**src/rtl/uart_transmitter.sv**
```systemverilog
// uart_transmitter: 8N1 serial transmitter fed by a ready/valid byte handshake.
module uart_transmitter #(
  parameter int CLOCK_FREQ = 50_000_000,
  parameter int BAUD_RATE  = 115_200
) (
  input  logic       clk,
  input  logic       rst,
  input  logic [7:0] data_in,
  input  logic       data_in_valid,
  output logic       data_in_ready,
  output logic       serial_out
);
  localparam int SYMBOL_EDGE_TIME = CLOCK_FREQ / BAUD_RATE;
  localparam int CW = $clog2(SYMBOL_EDGE_TIME);
  typedef enum logic [1:0] {IDLE, START, DATA, STOP} state_t;
  state_t state, state_n;
  logic [CW-1:0] cnt, cnt_n;
  logic [2:0] idx, idx_n;
  logic [7:0] shreg, shreg_n;
  logic tx_n, wrap;
  assign wrap = cnt == CW'(SYMBOL_EDGE_TIME - 1);
  assign data_in_ready = (state == IDLE) && rst;
  always_comb begin
    state_n = state;
    cnt_n = wrap ? '0 : cnt + 1'b1;
    idx_n = idx;
    shreg_n = shreg;
    tx_n = serial_out;
    case (state)
      IDLE: begin
        cnt_n = '0;
        if (data_in_valid) begin
          state_n = START;
          shreg_n = data_in;
          tx_n = 1'b0;
        end
      end
      START: if (wrap) begin
        state_n = DATA;
        idx_n = 3'd0;
        tx_n = shreg[0];
      end
      DATA: if (wrap) begin
        idx_n = idx + 3'd1;
        state_n = (idx == 3'd7) ? STOP : DATA;
        tx_n = (idx == 3'd7) ? 1'b1 : shreg[idx + 3'd1];
      end
      STOP: if (wrap) state_n = IDLE;
    endcase
  end
  // serial_out is registered so the line never glitches
  always_ff @(posedge clk) begin
    if (!rst) begin
      state <= IDLE;
      cnt <= '0;
      idx <= 3'd0;
      shreg <= 8'd0;
      serial_out <= 1'b1;
    end else begin
      state <= state_n;
      cnt <= cnt_n;
      idx <= idx_n;
      shreg <= shreg_n;
      serial_out <= tx_n;
    end
  end
endmodule

```
**config.mk**
```make
export PLATFORM = sky130hd
export DESIGN_NAME = uart_transmitter
export DESIGN_NICKNAME = d
export VERILOG_FILES = /design/src/rtl/uart_transmitter.sv
export SDC_FILE = /design/constraint.sdc
export NUM_CORES = 1
export LEC_CHECK = 0
export BUFFER_PORTS_ARGS = -buffer_cell sky130_fd_sc_hd__buf_4
export CORE_AREA = 2 2 55 57
export DETAILED_ROUTE_END_ITERATION = 10
export DIE_AREA = 0 0 57 59
export GPL_TIMING_DRIVEN = 0
export SLEW_MARGIN = 40
export SYNTH_ARGS = -nofsm -noshare
export SYNTH_HDL_FRONTEND = slang
export SYNTH_SLANG_ARGS = --single-unit
```
**constraint.sdc**
```tcl
create_clock -name clk -period 1.7 [get_ports clk]
set_input_delay 0 -clock clk [delete_from_list [all_inputs] [get_ports clk]]
set_output_delay 0 -clock clk [all_outputs]
set_load 0.01 [all_outputs]
```
==> flow_metrics.env <==
export IMPL_ant_nets=0
export IMPL_cts_max_path_buffers=2
export IMPL_async_reset_ff_share_pct=0
export IMPL_drv_cap=0
export IMPL_start_util_pct=44.0
export IMPL_hold_path_class="in2reg"
export IMPL_drt_wirelength_per_cell_um=13.7
export IMPL_tightest_slew_ns=0.481
export IMPL_syn_avg_cell_area_sq_um=9.16
export IMPL_cp_arrival_ns=1.97
export IMPL_critical_path_buf_inv_count=0
export IMPL_cts_inserted_buffers=3
export IMPL_port_buffers=12
export IMPL_synth_top_family_by_area="simple AND/OR/NAND/NOR gates"
export IMPL_dp_cells=173
export IMPL_slowest_stage="mux4_2"
export IMPL_antenna_found_initial=0
export IMPL_placementRows=19
export IMPL_r2r_cells=6
export IMPL_yosys_area_share_simple_pct=22.6
export IMPL_critPathKind="reg2reg"
export IMPL_fin_nets=182
export IMPL_vias=1046
export IMPL_clock_sinks=23
export IMPL_fin_crit_sh_pct=104
export IMPL_setup_viol=1
export IMPL_yosysWarnings=0
export IMPL_cp_depth=6
export IMPL_die_area_sq_um=3360
export IMPL_clkSlewWorstSetupHoldPaths_ns=0.13
export IMPL_power_leakage_uw=0.000580
export IMPL_seq_power_share_pct=38.6
export IMPL_ir_worst_vdd_mv=0.696
export IMPL_final_max_slew_viol_count=0
export IMPL_p_switching_uw=716
export IMPL_drive_gt1_share_pct=26.9
export IMPL_htree_levels=1
export IMPL_synth_area_sq_um=1190
export IMPL_synth_xor_area_share_pct=3.68
export IMPL_status="finished, violations left"
export IMPL_wirelength_mm=2.62
export IMPL_synth_mux_area_share_pct=4.73
export IMPL_clock_root_buffer="clkbuf_4"
export IMPL_area_growth_pct=28.4
export IMPL_grt_max_degree=13
export IMPL_die_h_um=59
export IMPL_pwr_share_clk_pct=14.0
export IMPL_grt_ovfl_total=0
export IMPL_syn_nets=151
export IMPL_whs_ns=0.164
export IMPL_grtUsageTotal_pct=16.8
export IMPL_final_area_sq_um=1530
export IMPL_switching_share_pct=39.3
export IMPL_synth_edf_count=0
export IMPL_cts_tree="built"
export IMPL_violations="negative setup slack"
export IMPL_fin_ws_ns=-0.0685
export IMPL_synth_fa_ha_area_share_pct=10.5
export IMPL_cp_max_fo=2
export IMPL_pre_cts_ws_ns=-0.0769
export IMPL_dpl_instance_area_sq_um=1350
export IMPL_hpwlAfterDp_mm=1.76
export IMPL_worstPathCellList="ha_4 -> ha_4 -> mux4_2 -> mux2_4 -> nand2_2 -> a32oi_1"
export IMPL_start_kind="flop"
export IMPL_internal_power_uw=1100
export IMPL_synth_flop_cell="dfxtp_1"
export IMPL_synth_cells=130
export IMPL_end_kind="flop"
export IMPL_hold_path_depth=4
export IMPL_finClkSkew_ns=0.00251
export IMPL_diodes=0
export IMPL_firstDrtPassIters=4
export IMPL_stdcell_count=191
export IMPL_critPathTopFamily="multiplexers"
export IMPL_viasPerCell=5.48
export IMPL_drc_errors=0
export IMPL_cpPeakStageDelay_ns=0.49
export IMPL_clk_latency_ns=0.31
export IMPL_seq_area_frac_synth_pct=38.7
export IMPL_worst_ep_required_time_ns=1.90
export IMPL_p_comb_share_pct=47.4
export IMPL_grt_pass1_wl_mm=4.51
export IMPL_chipWidth_um=57
export IMPL_maxSlewHeadroom_pct=67.9
export IMPL_core_area_sq_um=2710
export IMPL_synth_compound_area_share_pct=16.5
export IMPL_io_pins=13
export IMPL_gp_congestion=0.801
export IMPL_dr_first_iter_drc_count=33
export IMPL_fin_crit_ns=1.77
export IMPL_powerDensity_nw_per_um2=1190
export IMPL_ys_types=32
export IMPL_cp_common_cell="ha_4"
export IMPL_rsz0062_at_grt="true"
export IMPL_final_hold_viol_count=0
export IMPL_grt_pass1_vias=1013
export IMPL_ys_seq_elements=23
export IMPL_max_freq_ghz=0.565
-- flip-flops by register name, indices dropped and copies added (netlist names) --
signal / cells
cnt: 9
shreg: 8
idx: 3
state: 2
serial_out: 1
-- kinds of logic after synthesis --
| logic type | count (synthesis) |
|---|---|
| AOI/OAI and AO/OA | 30 |
| xor gates and xnor gates | 5 |
| adders and majority gates | 10 |
| buffers and inverters | 10 |
| DFF | 23 |
| muxes | 3 |
| and+or+nand+nor | 49 |
-- Yosys cell counts, types with 2 or more instances --
library cell	n	area share, %
dfxtp_1	23	39
a21oi_1	16	6.7
nand2_1	12	3.8
nand3_1	12	5.0
ha_1	10	11
nor2_1	9	2.8
o21ai_0	6	2.5
inv_1	5	1.6
nand4_1	4	2.1
xor2_1	4	2.9
clkbuf_1	3	0.95
and4_2	2	1.7
buf_2	2	0.84
mux4_2	2	3.8
nor3_1	2	0.84
or3_1	2	1.1
-- worst min-delay path: stages --
cell and delay (ns):
buf_4 0.09, nor2b_1 0.08, o31ai_2 0.18, a32oi_1 0.09
-- per-layer routing --
layer,GRT usage (%),up-vias,part of all wire (%)
met1,23.0,484,48
met5,0,-,0
met2,27.3,26,47
li1,-,530,-
met4,5.98,0,1.9
met3,2.40,6,3.9
-- metrics by stage --
step	util, %	power (uW)	TNS (ns)
finish	56.4	1820	-0.0685
global route	56.4	1960	-0.163
CTS	54.9	1760	-0.0762
detailed placement	49.8	1480	-0.0769
global placement	49.8	1460	-0.0625
floorplan	-	1270	0
-- layout make-up --
type | instances | area [sq um]
tap | 31 | 38.8
clock buffer | 4 | 26.3
buffer | 5 | 25.0
sequential | 23 | 469
multi-input combinational | 97 | 733
fill | 259 | 1180
timing repair buffer | 26 | 218
inverter | 5 | 18.8
-- cells in the final DEF, fill, tap and decap left out, types with 3 or more instances in the layout --
master | synthesis | final
ha_1 | 10 | 8
o21ai_0 | 6 | 6
clkbuf_1 | 3 | 3
nor2_1 | 9 | 9
dfxtp_1 | 23 | 20
nand4_1 | 4 | 4
xor2_1 | 4 | 4
nand3_1 | 12 | 12
inv_1 | 5 | 5
a21oi_1 | 16 | 16
buf_4 | 0 | 18
dlygate4sd3_1 | 0 | 9
clkbuf_4 | 0 | 3
nand2_1 | 12 | 11
-- path summary, 6_finish.rpt --
kind / start / end / slack, ns
worst min-delay path: data_in_valid / serial_out / 0.16
worst max-delay path: idx[0] / serial_out / -0.07
worst min register to register: shreg[1] / shreg[1] / 0.47
worst max register to register: idx[0] / serial_out / -0.07
-- power by group through the flow --
| stage | clock network [uW] | registers [uW] | logic [uW] |
|---|---|---|---|
| after floorplan | 0 | 699 | 574 |
| after global placement | 0 | 706 | 749 |
| after detailed placement | 0 | 711 | 765 |
| after CTS | 260 | 698 | 801 |
| after global routing | 285 | 716 | 956 |
| final | 255 | 703 | 863 |
-- what timing repair did --
action	4_1_cts	5_1_grt
pin swaps	1	4
gates resized for setup	4	6
setup endpoints to repair	8	4
setup buffers	2	3
hold endpoints to repair	9	0
hold buffers	9	0
No activity file was read; power rests on OpenSTA's default activity.
